<file path="config.mk">
export PLATFORM = sky130hd
export DESIGN_NAME = bl_lane_ser8_ctl
export DESIGN_NICKNAME = d
export VERILOG_FILES = /design/src/rtl/bl_lane_ser8_ctl.sv
export SDC_FILE = /design/constraint.sdc
export NUM_CORES = 1
export LEC_CHECK = 0
export ABC_AREA = 1
export CAP_MARGIN = 20
export CORE_MARGIN = 4
export CORE_UTILIZATION = 31
export DETAILED_ROUTE_END_ITERATION = 8
export GPL_TIMING_DRIVEN = 0
export PLACE_DENSITY = 0.89
export SLEW_MARGIN = 20
export SYNTH_ARGS = -nofsm -noshare
export SYNTH_HDL_FRONTEND = slang
export SYNTH_SLANG_ARGS = --single-unit
</file>
<file path="constraint.sdc">
create_clock -name clock -period 1.63 [get_ports clock]
set_input_delay 0.2445 -clock clock [delete_from_list [all_inputs] [get_ports clock]]
set_output_delay 0.2445 -clock clock [all_outputs]
set_load 0.01 [all_outputs]
</file>
<file path="src/rtl/bl_lane_ser8_ctl.sv">
// Row sequencer: forwards eight lane streams onto one output in lane order and merges their end tokens.
// Optional completed-row counter enabled by defining BL_SER8_ROWCNT_EN.
module bl_lane_ser8_ctl #(
  parameter int unsigned W    = 16,
  parameter int unsigned CNTW = 16
) (
  input  logic            clock,
  input  logic            reset,
  input  logic [8*W-1:0]  i_d,
  input  logic [7:0]      i_v,
  input  logic [7:0]      i_e,
  output logic [7:0]      i_b,
  output logic [W-1:0]    o_d,
  output logic            o_v,
  output logic            o_e,
  input  logic            o_b,
  output logic            err
`ifdef BL_SER8_ROWCNT_EN
  ,
  output logic [CNTW-1:0] rowcnt
`endif
);

  localparam int unsigned LANES = 8;
  localparam int unsigned PTRW  = 3;

  typedef enum logic {
    ST_RUN,
    ST_EOSW
  } st_t;

  st_t             st, st_nxt;
  logic [PTRW-1:0] ptr, ptr_nxt;
  logic            err_nxt;
  logic            xfer_c;
  logic            fire_c;
  logic [7:0]      drop_c;
  logic [W-1:0]    lane_w [LANES];

  // Split the packed lane bus into per-lane words
  always_comb begin
    for (int k = 0; k < LANES; k++) begin
      lane_w[k] = i_d[k*W +: W];
    end
  end

  always_ff @(posedge clock) begin
    if (reset) begin
      st  <= ST_RUN;
      ptr <= '0;
      err <= 1'b0;
    end else begin
      st  <= st_nxt;
      ptr <= ptr_nxt;
      err <= err_nxt;
    end
  end

  // Next-state and handshake decode; nothing is driven while reset is held
  always_comb begin
    st_nxt  = st;
    ptr_nxt = ptr;
    err_nxt = err;
    i_b     = 8'hFF;
    o_v     = 1'b0;
    o_e     = 1'b0;
    o_d     = lane_w[ptr];
    xfer_c  = 1'b0;
    fire_c  = 1'b0;
    drop_c  = 8'h00;
    if (!reset) begin
      unique case (st)
        ST_RUN: begin
          if (i_v[ptr]) begin
            if (i_e[ptr]) begin
              // End token: a token off lane 0 means the row was cut short
              st_nxt  = ST_EOSW;
              ptr_nxt = '0;
              if (ptr != '0) err_nxt = 1'b1;
            end else begin
              o_v      = 1'b1;
              i_b[ptr] = o_b;
              xfer_c   = !o_b;
            end
          end
        end
        ST_EOSW: begin
          if ((&i_v) && (&i_e)) begin
            fire_c = !o_b;
          end else begin
            // Stray data words are swallowed so the end tokens behind them can arrive
            drop_c = i_v & ~i_e;
            i_b    = ~drop_c;
            if (|drop_c) err_nxt = 1'b1;
          end
        end
        default: st_nxt = ST_RUN;
      endcase
    end
    if (xfer_c) ptr_nxt = ptr + PTRW'(1);
    if (fire_c) begin
      o_v     = 1'b1;
      o_e     = 1'b1;
      o_d     = '0;
      i_b     = 8'h00;
      st_nxt  = ST_RUN;
      ptr_nxt = '0;
    end
  end

`ifdef BL_SER8_ROWCNT_EN
  // Counts rows whose lane 7 word was forwarded; an end-of-stream restarts the count
  always_ff @(posedge clock) begin
    if (reset || fire_c) begin
      rowcnt <= '0;
    end else if (xfer_c && (ptr == PTRW'(LANES - 1))) begin
      rowcnt <= rowcnt + CNTW'(1);
    end
  end
`endif

endmodule

</file>
* Yosys cells after proc, flatten, opt, wreduce, memory -nomap -nowiden
Cells that the tools add are included.
Cells by class: bitwise gates (word level) 7, muxes and demuxes 42, $add $sub $neg 1, equality and inequality tests 6, reductions and logical operators 12, magnitude comparators 3
Operators with widths (number):
- $bmux W16 S3 | 1
- $mux W16 | 3
- $mux W8 | 5
- $mux W1 | 24
- $not A8 Y8 | 3
- $pmux W8 S2 | 1
- $reduce_and A8 Y1 | 2
- $mux W3 | 4
- $and A8 B8 Y8 | 1
- $ne A2 B2 Y1 const B | 4
- $or A8 B8 Y8 | 1
- $reduce_or A8 Y1 | 1
- $bmux W1 S3 | 2
- $reduce_and A5 Y1 | 1
- $ge A4 B4 Y1 const B | 1
- $lt A3 B4 Y1 const B | 1
- $ne A2 B1 Y1 const B | 2
- $not A3 Y4 | 1
- $reduce_bool A2 Y1 | 2
- $add A3 B1 Y3 const B | 1
- $demux W1 S3 | 1
- $ge A3 B1 Y1 const B | 1
- $reduce_and A3 Y1 | 1
- $reduce_bool A3 Y1 | 1
- other kinds (5) | 6
Storage, ports and cells: output and inout port bits 27, flip-flop bits (word level) 5, input port bits 147, word-level logic and storage cells 74

* Depth between registers and ports, before layout
Gate-level depths: netlist of the first run.
depth after elaboration 11, mapped depth 12, mapped depth without buffers 12

* Worst setup path before layout of the first run
Ideal clock, no wire load.
kind reg2out, start point reg ptr[0], end point out o_v, data arrival time 1.346 ns, path buffers 1, path slack 0.040 ns, cell stages (with the launch flop) 11, required time 1.385 ns, cells stage by stage dfxtp_1 -> inv_2 -> buf_6 -> nand2_1 -> nand3_1 -> nand2_2 -> nor2_4 -> inv_4 -> nor2_8 -> inv_2 -> a21oi_1
Between the ends: word-level cells in the longest chain between the ends 7, elaborated cells between the ends (all ways) 9, classes of those cells mux: 9
RTL lines:
- start: declaration | RTL line 33 | logic [PTRW-1:0] ptr, ptr_nxt;
- start signal: assignment | RTL line 54 | ptr <= ptr_nxt;
- $bmux W1 S3 | RTL line 75 | if (i_e[ptr]) begin
- $mux W1 (not written as such) | RTL line 75
- $mux W1 | RTL line 75
- $mux W1 (*) | RTL line 74 | if (i_v[ptr]) begin
- $mux W1 (*) | RTL line 72 | unique case (st)
- $mux W1 (*) | RTL line 71 | if (!reset) begin
- $mux W1 (*) | RTL line 101 | if (fire_c) begin
- end: declaration | RTL line 14 | output logic o_v,
Mark *: on every way between the ends. The rest lies on a longest branch, timed or not. The select of a mux whose other input is x is not followed.

* Worst setup path in the final report of the first run
start point reg ptr[2], end point out o_d[13]
Between the ends: word-level cells in the longest chain between the ends 5
RTL lines:
- $not A3 Y4 (not written as such) | RTL line 67 | o_d = lane_w[ptr];
- $bmux W16 S3 | RTL line 67
- $mux W16 (not written as such) (2 in series) | RTL line 67
- $mux W16 | RTL line 101
- end: declaration | RTL line 13 | output logic [W-1:0] o_d,
No other way between the ends. The select of a mux whose other input is x is not followed.

==> key figures, run 1 <==
Route
  • M1 WL: around 5300 um
  • DR top layer: met4
  • Post-DRT Antenna Nets: 0
  • Routed WL per cell: approximately 24 um
  • Final WL: 15900 um
  • # DRC: 0
  • Met2 routed WL: about 7200 um
  • First-pass DRT Iterations: 7
  • Vias post-DR: 4074
  • 1st-iter DRT viols: about 340
  • DR vias/cell: between 6 and 7
  • WL met3: about 2100 um

Outcome
  • Outcome: complete, but fails checks
  • Failing checks: negative setup slack

Placed design
  • RePlAce Congestion: 0.971
  • DP HPWL: ~8400 um
  • DP Cell Count: 599
  • Placed Instance Area: roughly 3600 sq um
  • Port bufs: around 170

Synth
  • Post-synth ARST share: 0%
  • Top-count cell post-synth: nand2_1
  • Register area share after synthesis: approximately 5.5%
  • Yosys top cell area share: 15.5%
  • Cell area after synthesis: roughly 1800 sq um
  • Post-synth EDFFs: 0
  • Cell variety after synth: 32
  • Area contributors post-synth: o22ai_1 (15%), nand2_1 (14%), inv_1 (13%), nand3_1 (10%), nor2_1 (10%)
  • Yosys warns: 0
  • Syn_area_per_cell: a little over 5 sq um
  • FF+latch count, synth: 5
  • Syn_nets: 503
  • Synthesized instance count: around 350
  • Area leader, netlist: o22ai_1
  • Post-synth top cells: nand2_1 (67), inv_1 (63), nor2_1 (49)
  • Synth Flop Type: dfxtp_1

Finish
  • Fraction of layout cells with a size suffix above 1: about 38%
  • Design area: a little under 5000 sq um
  • Synth-to-Final Area Change: 170%
  • Layout net count: roughly 750
  • Inserted Diodes: 0
  • Non-Filler Instances: 668

STA
  • Fin. Hold Viols: 0
  • Period utilization: 149%
  • Fin crit period: roughly 2.4 ns
  • Fin Setup TNS: -12.27 ns
  • RSZ-0062 raised after global routing: true
  • Fmax: ~410 MHz
  • Tightest Pin Transition: 0.561 ns
  • Final Max Tran Viols: 0
  • Final setup margin: -0.806 ns
  • Worst Skew: roughly 0.0032 ns
  • Final Setup Violations: 27
  • Hold WS: between 0.4 and 0.5 ns
  • Slew HR: between 60% and 70%

Global route
  • GRT overflow: 0
  • Vias in the first global route: approximately 3700
  • Gr usage total: between 30% and 40%
  • Pin count of the biggest net entering global routing: 11
  • Initial antenna violation count: 0
  • First-pass GRT wire length: between 15000 and 20000 um

Setup path
  • CP Launch Type: flip-flop
  • Worst EP arrival: 2.19 ns
  • Setup CP Type: reg2out
  • Critical path endpoint category: output pin
  • Worst Path Required: between 1 and 1.5 ns
  • CP Max Fanout: 7

Clocking
  • Htree depth: 1
  • Clk slew on worst S/H paths: roughly 0.04 ns
  • Clock Latency Late Sink: ~0.22 ns
  • CTS tree: yes
  • Clk root buf: clkbuf_8
  • Longest Clk Path Bufs: 2
  • CTS Sinks: 5
  • Total CTS buffers: 3

Floorplan
  • Core area: roughly 5600 sq um
  • DIE AREA: around 7200 sq um
  • Row cnt: 27
  • Initial Util: 32.5%
  • Die Ht: approximately 85 um
  • Io pins: approximately 170
  • Die X: between 80 and 90 um

Pwr
  • P_leak: ~0.0024 uW
  • Pwr dens: 264 nW/um^2
  • Max IR drop VDD: 0.480 mV
  • Overall power: 1300 uW

Flow run
  • Maxcap violations: 0

Min path
  • Class of the worst hold path: reg2reg
==> worst max-delay path: stages (launching register included) <==
cell       delay [ns]
dfxtp_2          0.31
buf_6            0.14
inv_4            0.08
nor2_4           0.06
buf_12           0.12
nand2_8          0.11
clkbuf_16        0.16
nor2_1           0.05
nor4_1           0.43
nand3_1          0.23
inv_1            0.15
buf_6            0.12
==> state kept, by name, indices dropped and copies added (netlist names) <==
register  cells
err           1
st            1
ptr           3
==> logic make-up after synthesis <==
| logic type | count (synthesis) | synth area share (%) |
|---|---|---|
| buf+inv | 86 | 20.3 |
| flops | 5 | 5.49 |
| compound gates | 54 | 18.3 |
| fa+ha+maj | 2 | 1.37 |
| simple gates | 206 | 54.1 |
| xor+xnor | 1 | 0.481 |
==> worst paths after layout <==
check / from / to / slack [ns] / cells past startpoint
worst min register to register: err / err / 0.45 / 2
worst max-delay path: ptr[2] / o_d[13] / -0.81 / 11
worst min-delay path: err / err / 0.45 / 2
worst max register to register: ptr[2] / ptr[0] / -0.04 / 11
==> per-stage QoR <==
step                      worst slack [ns]  util [%]
after floorplan                     0.0397         -
after global placement               -1.20      65.0
after detailed placement             -1.17      65.0
after CTS                           -0.409      80.4
after global routing                -0.849      87.7
final                               -0.806      87.7
==> power breakdown <==
part | switching, uW | internal [uW]
logic | 398 | 534
clock network | 64.4 | 168
registers | 7.13 | 126
total | 469 | 829
==> timing repair <==
action                                  in CTS  in global routing
pin swaps                                   27                 34
endpoints found under the hold margin        0                  0
endpoints found under the setup margin      26                 30
cloned                                       6                  2
setup buffers                               45                 14
resized for setup                          265                 81
hold buffers                                 0                  0
==> per-layer routing <==
metal / track usage (%) / vias to the layer above
li1: - / 1649
met1: 38.6 / 1852
met2: 59.3 / 437
met3: 8.05 / 136
met4: 16.0 / 0
met5: 0 / -
==> cells in the final DEF (no fill, tap or decap), types with 3 or more instances in the layout <==
cell,instances
nand2_4,8
nor3_1,6
nand4_1,10
clkdlybuf4s50_1,130
or2_4,5
clkbuf_8,4
nand2_8,3
a21oi_1,5
inv_2,8
nand3_1,25
nor2_1,44
buf_2,10
nor3_2,5
o22ai_1,23
o22ai_2,19
nand2_1,51
buf_16,3
inv_1,57
clkbuf_2,4
or2_1,4
inv_4,4
nand3_2,12
buf_8,9
nand2_2,14
o22ai_4,3
buf_12,6
or2_2,3
buf_6,38
nor2_4,7
buf_4,42
nor2_2,3
clkdlybuf4s15_2,4
==> layout make-up <==
cell class,count,area [sq um]
well taps,72,90.1
multi-input cells,263,1770
repair buffers,239,2440
plain buffers,14,178
inverters,71,287
fillers,268,688
flip-flops and latches,5,109
clock buffers,4,45.0
Note: power is estimated with default switching activity, not from simulation.
==> run 2: changes to the inputs <==
Settings changed: RECOVER_POWER set to 100.
==> run 2 against run 1 <==
Effect of this change:
- the run still ends with negative setup slack left
- clock power about the same
- hold slack worse by 0.0032 ns
- clock skew about the same
- clock-buffer cell count unchanged
- die area unchanged
==> key figures, run 2 (synthesized netlist as in run 1, its figures left out) <==
Pwr
  • Sequential Power Share: 10.3% (about the same)
  • Max IR drop VDD: 0.479 mV (was 0.480 mV)
  • Comb power frac: 71.8% (about the same)
  • Psw: 469 uW (about the same)
  • Internal: 828 uW (was 829 uW)
  • P_leak: 0.00238 uW (was 0.00237 uW)
  • Sw Ratio: 36.2% (about the same)
  • Pwr dens: 264 nW/um^2 (about the same)
  • Overall power: 1300 uW (about the same)
  • Clock share of power: 17.9% (about the same)

Clocking
  • Htree depth: 1 (unchanged)
  • Clock Latency Late Sink: 0.22 ns (about the same)
  • Longest Clk Path Bufs: 2 (unchanged)
  • Clk slew on worst S/H paths: 0.04 ns (about the same)
  • Total CTS buffers: 3 (unchanged)
  • CTS tree: yes (unchanged)
  • Clk root buf: clkbuf_8 (unchanged)
  • CTS Sinks: 5 (unchanged)
  • Post-CTS Hold Fix Bufs: 0 (unchanged)

Global route
  • GRT overflow: 0 (unchanged)
  • Pin count of the biggest net entering global routing: 11 (unchanged)
  • Initial antenna violation count: 0 (unchanged)
  • Vias in the first global route: 3664 (unchanged)
  • Gr usage total: 33.9% (unchanged)
  • First-pass GRT wire length: 19300 um (unchanged)

Route
  • Vias post-DR: 4074 (unchanged)
  • # DRC: 0 (unchanged)
  • Routed WL per cell: 23.8 um (unchanged)
  • Post-DRT Antenna Nets: 0 (unchanged)
  • DR vias/cell: 6.10 (unchanged)
  • Final WL: 15900 um (unchanged)
  • 1st-iter DRT viols: 342 (unchanged)
  • First-pass DRT Iterations: 7 (unchanged)

STA
  • Fin crit period: 2.44 ns (about the same)
  • Tightest Pin Transition: 0.561 ns (unchanged)
  • RSZ-0062 raised after global routing: true (unchanged)
  • Fmax: 411 MHz (about the same)
  • Fin. Hold Viols: 0 (unchanged)
  • Fin Setup TNS: -12.27 ns (about the same)
  • Final setup margin: -0.806 ns (about the same)
  • Hold WS: 0.447 ns (was 0.450 ns)
  • Period utilization: 149% (about the same)
  • Worst Skew: 0.00323 ns (about the same)
  • Final Max Tran Viols: 0 (unchanged)
  • Slew HR: 62.2% (unchanged)
  • Final Setup Violations: 27 (unchanged)

Setup path
  • CP Launch Type: flip-flop (unchanged)
  • Worst EP arrival: 2.19 ns (about the same)
  • CP Max Fanout: 7 (unchanged)
  • Critical path endpoint category: output pin (unchanged)
  • Worst Path Required: 1.39 ns (about the same)
  • Setup CP Type: reg2out (unchanged)

Placed design
  • Placement Setup Slack: -1.17 ns (unchanged)
  • RePlAce Congestion: 0.971 (unchanged)
  • Port bufs: 173 (unchanged)
  • DP HPWL: 8440 um (unchanged)

Finish
  • Most frequent cells in the layout: clkdlybuf4s50_1 (129), inv_1 (57), nand2_1 (51) (was clkdlybuf4s50_1 (130), inv_1 (57), nand2_1 (51))
  • Regs by FF count: ptr x3, err x1, st x1 (unchanged)
  • Register area: 109 sq um (unchanged)
  • Layout net count: 746 (unchanged)
  • Max reg flops: 3 (unchanged)
  • Fraction of layout cells with a size suffix above 1: 37.9% (unchanged)
  • Commonest non-fill, non-tap cell in the layout: clkdlybuf4s50_1 (unchanged)
  • Multi-input logic area: 1770 sq um (unchanged)
  • Synth-to-Final Area Change: 170% (unchanged)
  • Top reg by flops: ptr (unchanged)
  • Inserted Diodes: 0 (unchanged)
  • # fillers: 268 (unchanged)

Floorplan
  • Io pins: 174 (unchanged)
  • Die X: 84.7 um (unchanged)
  • DIE AREA: 7170 sq um (unchanged)
  • Row cnt: 27 (unchanged)
  • Die Ht: 84.7 um (unchanged)
  • Initial Util: 32.5% (unchanged)
  • Core area: 5610 sq um (unchanged)

Min path
  • Class of the worst hold path: reg2reg (unchanged)

Outcome
  • Failing checks: negative setup slack (unchanged)
  • Outcome: complete, but fails checks (unchanged)

Flow run
  • Maxcap violations: 0 (unchanged)
-- run 2: cell count changes in the layout (fill, tap and decap cells not counted) --
cell / change
clkdlybuf4s50_1: -1
dlygate4sd3_1: +1
-- run 2: cell type report --
cell class / instances / area share (%)
Timing Repair Buffer: 239 / 49.6
Clock buffer: 4 / 0.916
Inverter: 71 / 5.82
Tap cell: 72 / 1.83
Multi-Input combinational cell: 263 / 36.0
Buffer: 14 / 3.61
Sequential cell: 5 / 2.21
-- run 2: path summary, 6_finish.rpt --
check             startpoint       to  slack, ns  cells past startpoint
hold reg to reg          err      err       0.45                      2
hold / removal           err      err       0.45                      2
setup / recovery      ptr[2]  o_d[13]      -0.81                     11
setup reg to reg      ptr[2]   ptr[0]      -0.04                     11
-- run 2: power by group through the flow --
stage | logic, uW | clock network (uW) | registers, uW
finish | 931 | 233 | 133
floorplan | 229 | 0 | 136
detailed placement | 725 | 0 | 136
global route | 965 | 243 | 134
CTS | 784 | 231 | 133
global placement | 715 | 0 | 135
-- run 2: stage by stage --
step | utilization, % | instance area, sq um | std cells
after floorplan | - | 1820 | 354
after global placement | 65.0 | 3640 | 599
after detailed placement | 65.0 | 3640 | 599
after CTS | 80.4 | 4510 | 654
after global routing | 87.7 | 4920 | 668
final | 87.7 | 4920 | 668
-- run 2: routing by layer --
layer / GRT usage (%) / vias up / share of wire (%) / routed length, um
li1: - / 1649 / - / -
met1: 38.6 / 1852 / 33 / 5280
met2: 59.3 / 437 / 46 / 7240
met3: 8.05 / 136 / 13 / 2100
met4: 16.0 / 0 / 8.0 / 1270
met5: 0 / - / 0 / 0
-- run 2: repair_timing --
| item | in CTS | in global routing |
|---|---|---|
| pin swaps | 27 | 34 |
| gates resized for setup | 265 | 81 |
| buffers inserted | 45 | 14 |
| gates cloned | 6 | 2 |
| endpoints found under the setup margin | 26 | 30 |
-- run 2: worst max-delay path: stages, from the launching register on --
cell and delay, ns:
dfxtp_2 0.31, buf_6 0.14, inv_4 0.08, nor2_4 0.06, buf_12 0.12, nand2_8 0.11, clkbuf_16 0.16, nor2_1 0.05
nor4_1 0.43, nand3_1 0.23, inv_1 0.15, buf_6 0.12
==> run 3: changes to the inputs <==
Settings changed: CORE_ASPECT_RATIO set to 1.25.
==> run 3 against run 2 <==
Effect of this change:
- the run still ends with negative setup slack left
- total power up 0.46%
- critical path depth unchanged
- wire length up 10%
- highest routed layer is now met5
==> key figures, run 3 (synthesized netlist as in run 1, its figures left out) <==
Finish
  • Regs by FF count: ptr x3, err x1, st x1 (unchanged)
  • Commonest non-fill, non-tap cell in the layout: clkdlybuf4s50_1 (unchanged)
  • Most frequent cells in the layout: clkdlybuf4s50_1 (129), inv_1 (58), nand2_1 (55) (was clkdlybuf4s50_1 (129), inv_1 (57), nand2_1 (51))
  • Top reg by flops: ptr (unchanged)
  • Layout net count: 741 (was 746)
  • Synth-to-Final Area Change: 158% (was 170%)
  • # fillers: 263 (was 268)
  • Post-layout util: 84.7% (was 87.7%)
  • Max reg flops: 3 (unchanged)
  • Inserted Diodes: 0 (unchanged)
  • Fraction of layout cells with a size suffix above 1: 37.4% (was 37.9%)

Placed design
  • Port bufs: 173 (unchanged)
  • DP HPWL: 8750 um (was 8440 um)
  • RePlAce Congestion: 0.972 (was 0.971)

Clocking
  • Htree depth: 1 (unchanged)
  • Clk slew on worst S/H paths: 0.04 ns (about the same)
  • CTS tree: yes (unchanged)
  • Clock Latency Late Sink: 0.25 ns (was 0.22 ns)
  • Post-CTS Hold Fix Bufs: 0 (unchanged)
  • Clk root buf: clkbuf_8 (unchanged)
  • Longest Clk Path Bufs: 2 (unchanged)
  • Total CTS buffers: 3 (unchanged)
  • CTS Sinks: 5 (unchanged)

Route
  • DR vias/cell: 6.50 (was 6.10)
  • Final WL: 17500 um (was 15900 um)
  • # DRC: 0 (unchanged)
  • First-pass DRT Iterations: 7 (unchanged)
  • Routed WL per cell: 26.8 um (was 23.8 um)
  • 1st-iter DRT viols: 544 (was 342)
  • Post-DRT Antenna Nets: 0 (unchanged)
  • Vias post-DR: 4256 (was 4074)

STA
  • Fin. Hold Viols: 0 (unchanged)
  • Period utilization: 138% (was 149%)
  • Tightest Pin Transition: 0.473 ns (was 0.561 ns)
  • Hold WS: 0.447 ns (about the same)
  • Worst Skew: 0.000534 ns (was 0.00323 ns)
  • Fmax: 444 MHz (was 411 MHz)
  • Final Setup Violations: 30 (was 27)
  • Final Max Tran Viols: 0 (unchanged)
  • Slew HR: 68.4% (was 62.2%)
  • RSZ-0062 raised after global routing: true (unchanged)
  • Final setup margin: -0.624 ns (was -0.806 ns)
  • Fin crit period: 2.25 ns (was 2.44 ns)

Floorplan
  • Io pins: 174 (unchanged)
  • DIE AREA: 7170 sq um (about the same)
  • Die X: 76.6 um (was 84.7 um)
  • Core area: 5560 sq um (was 5610 sq um)
  • Die Ht: 93.7 um (was 84.7 um)
  • Initial Util: 32.8% (was 32.5%)
  • Row cnt: 30 (was 27)

Setup path
  • CP Cell Sequence: buf_4 -> nand2_2 -> nor2_4 -> inv_4 -> buf_6 -> buf_4 -> o22ai_1 -> nor2_1 -> nand3_1 -> inv_1 -> buf_6 (was buf_6 -> inv_4 -> nor2_4 -> buf_12 -> nand2_8 -> clkbuf_16 -> nor2_1 -> nor4_1 -> nand3_1 -> inv_1 -> buf_6)
  • CP max-delay cell: dfxtp_4 (was nor4_1)
  • Setup CP Type: reg2out (unchanged)
  • Top delay family on crit path: buffers and inverters (was simple AND/OR/NAND/NOR gates)
  • Worst EP arrival: 2.01 ns (was 2.19 ns)
  • CP max stage delay: 0.41 ns (was 0.43 ns)
  • Worst Path Required: 1.39 ns (about the same)
  • CP Launch Type: flip-flop (unchanged)
  • Crit path buf inv count: 6 (unchanged)
  • Critical path endpoint category: output pin (unchanged)
  • CP Max Fanout: 7 (unchanged)

Pwr
  • Max IR drop VDD: 0.376 mV (was 0.479 mV)
  • Pwr dens: 277 nW/um^2 (was 264 nW/um^2)
  • Overall power: 1300 uW (about the same)
  • P_leak: 0.00224 uW (was 0.00238 uW)

Global route
  • First-pass GRT wire length: 20700 um (was 19300 um)
  • GRT overflow: 0 (unchanged)
  • Gr usage total: 37.1% (was 33.9%)
  • Pin count of the biggest net entering global routing: 11 (unchanged)
  • Vias in the first global route: 3817 (was 3664)
  • Initial antenna violation count: 2 (was 0)

Outcome
  • Failing checks: negative setup slack (unchanged)
  • Outcome: complete, but fails checks (unchanged)

Flow run
  • Maxcap violations: 0 (unchanged)

Min path
  • Class of the worst hold path: in2reg (was reg2reg)
## run 3: changes by cell type in the layout (fill, tap and decap cells not counted), sizes merged
cell / delta
clkdlybuf4s15: -5
nor2: +1
clkbuf: -3
bufbuf: -1
dlygate4sd2: +4
buf: -1
## run 3: power breakdown
part	leakage [uW]	switching, uW	internal, uW
clock network	0.0000228	97.9	171
logic	0.00218	407	493
registers	0.0000428	8.03	126
## run 3: timing repair
action	in CTS	in global routing
buffers inserted	43	11
gates cloned	7	1
setup endpoints to repair	26	30
endpoints found under the hold margin	0	0
gates resized for setup	256	77
pin swaps	48	42
## run 3: worst reg2reg max path, cell delays in order, from the launching register on
cell,delay (ns)
dfxtp_2,0.33
buf_8,0.15
nor2_4,0.23
buf_6,0.14
nand3_1,0.14
nand2_2,0.14
nor2_4,0.05
buf_4,0.12
nand2_1,0.11
nand3_1,0.15
nand2_1,0.13
a21oi_2,0.06
## run 3: layout make-up
cell class | instances | area, sq um | share of cell area, %
plain buffers | 14 | 186 | 3.96
clock buffers | 4 | 45.0 | 0.957
inverters | 71 | 294 | 6.25
multi-input cells | 264 | 1780 | 37.9
flip-flops and latches | 5 | 109 | 2.31
well taps | 64 | 80.1 | 1.70
repair buffers | 233 | 2210 | 46.9
## run 3: layer usage
metal / up-vias / GRT usage (%) / part of all wire (%)
met4: 2 / 27.0 / 12
met5: - / 0 / 0.074
met3: 203 / 14.0 / 15
li1: 1641 / - / -
met2: 543 / 65.0 / 43
met1: 1867 / 35.7 / 29
## run 3: path summary, 6_finish.rpt
kind                             start      to  slack [ns]  cells after the start
worst max register to register  ptr[2]  ptr[2]       -0.23                     11
worst min register to register     err     err        0.46                      2
worst max-delay path            ptr[1]  o_d[7]       -0.62                     11
worst min-delay path             reset     err        0.45                      2
## run 3: through the flow
step | instances | setup TNS (ns) | cell area, sq um | setup slack (ns)
finish | 655 | -13.51 | 4710 | -0.624
floorplan | 354 | 0 | 1820 | 0.0397
CTS | 645 | -8.39 | 4390 | -0.372
global route | 655 | -15.02 | 4710 | -0.650
detailed placement | 591 | -24.37 | 3630 | -1.07
global placement | 591 | -24.49 | 3630 | -1.10
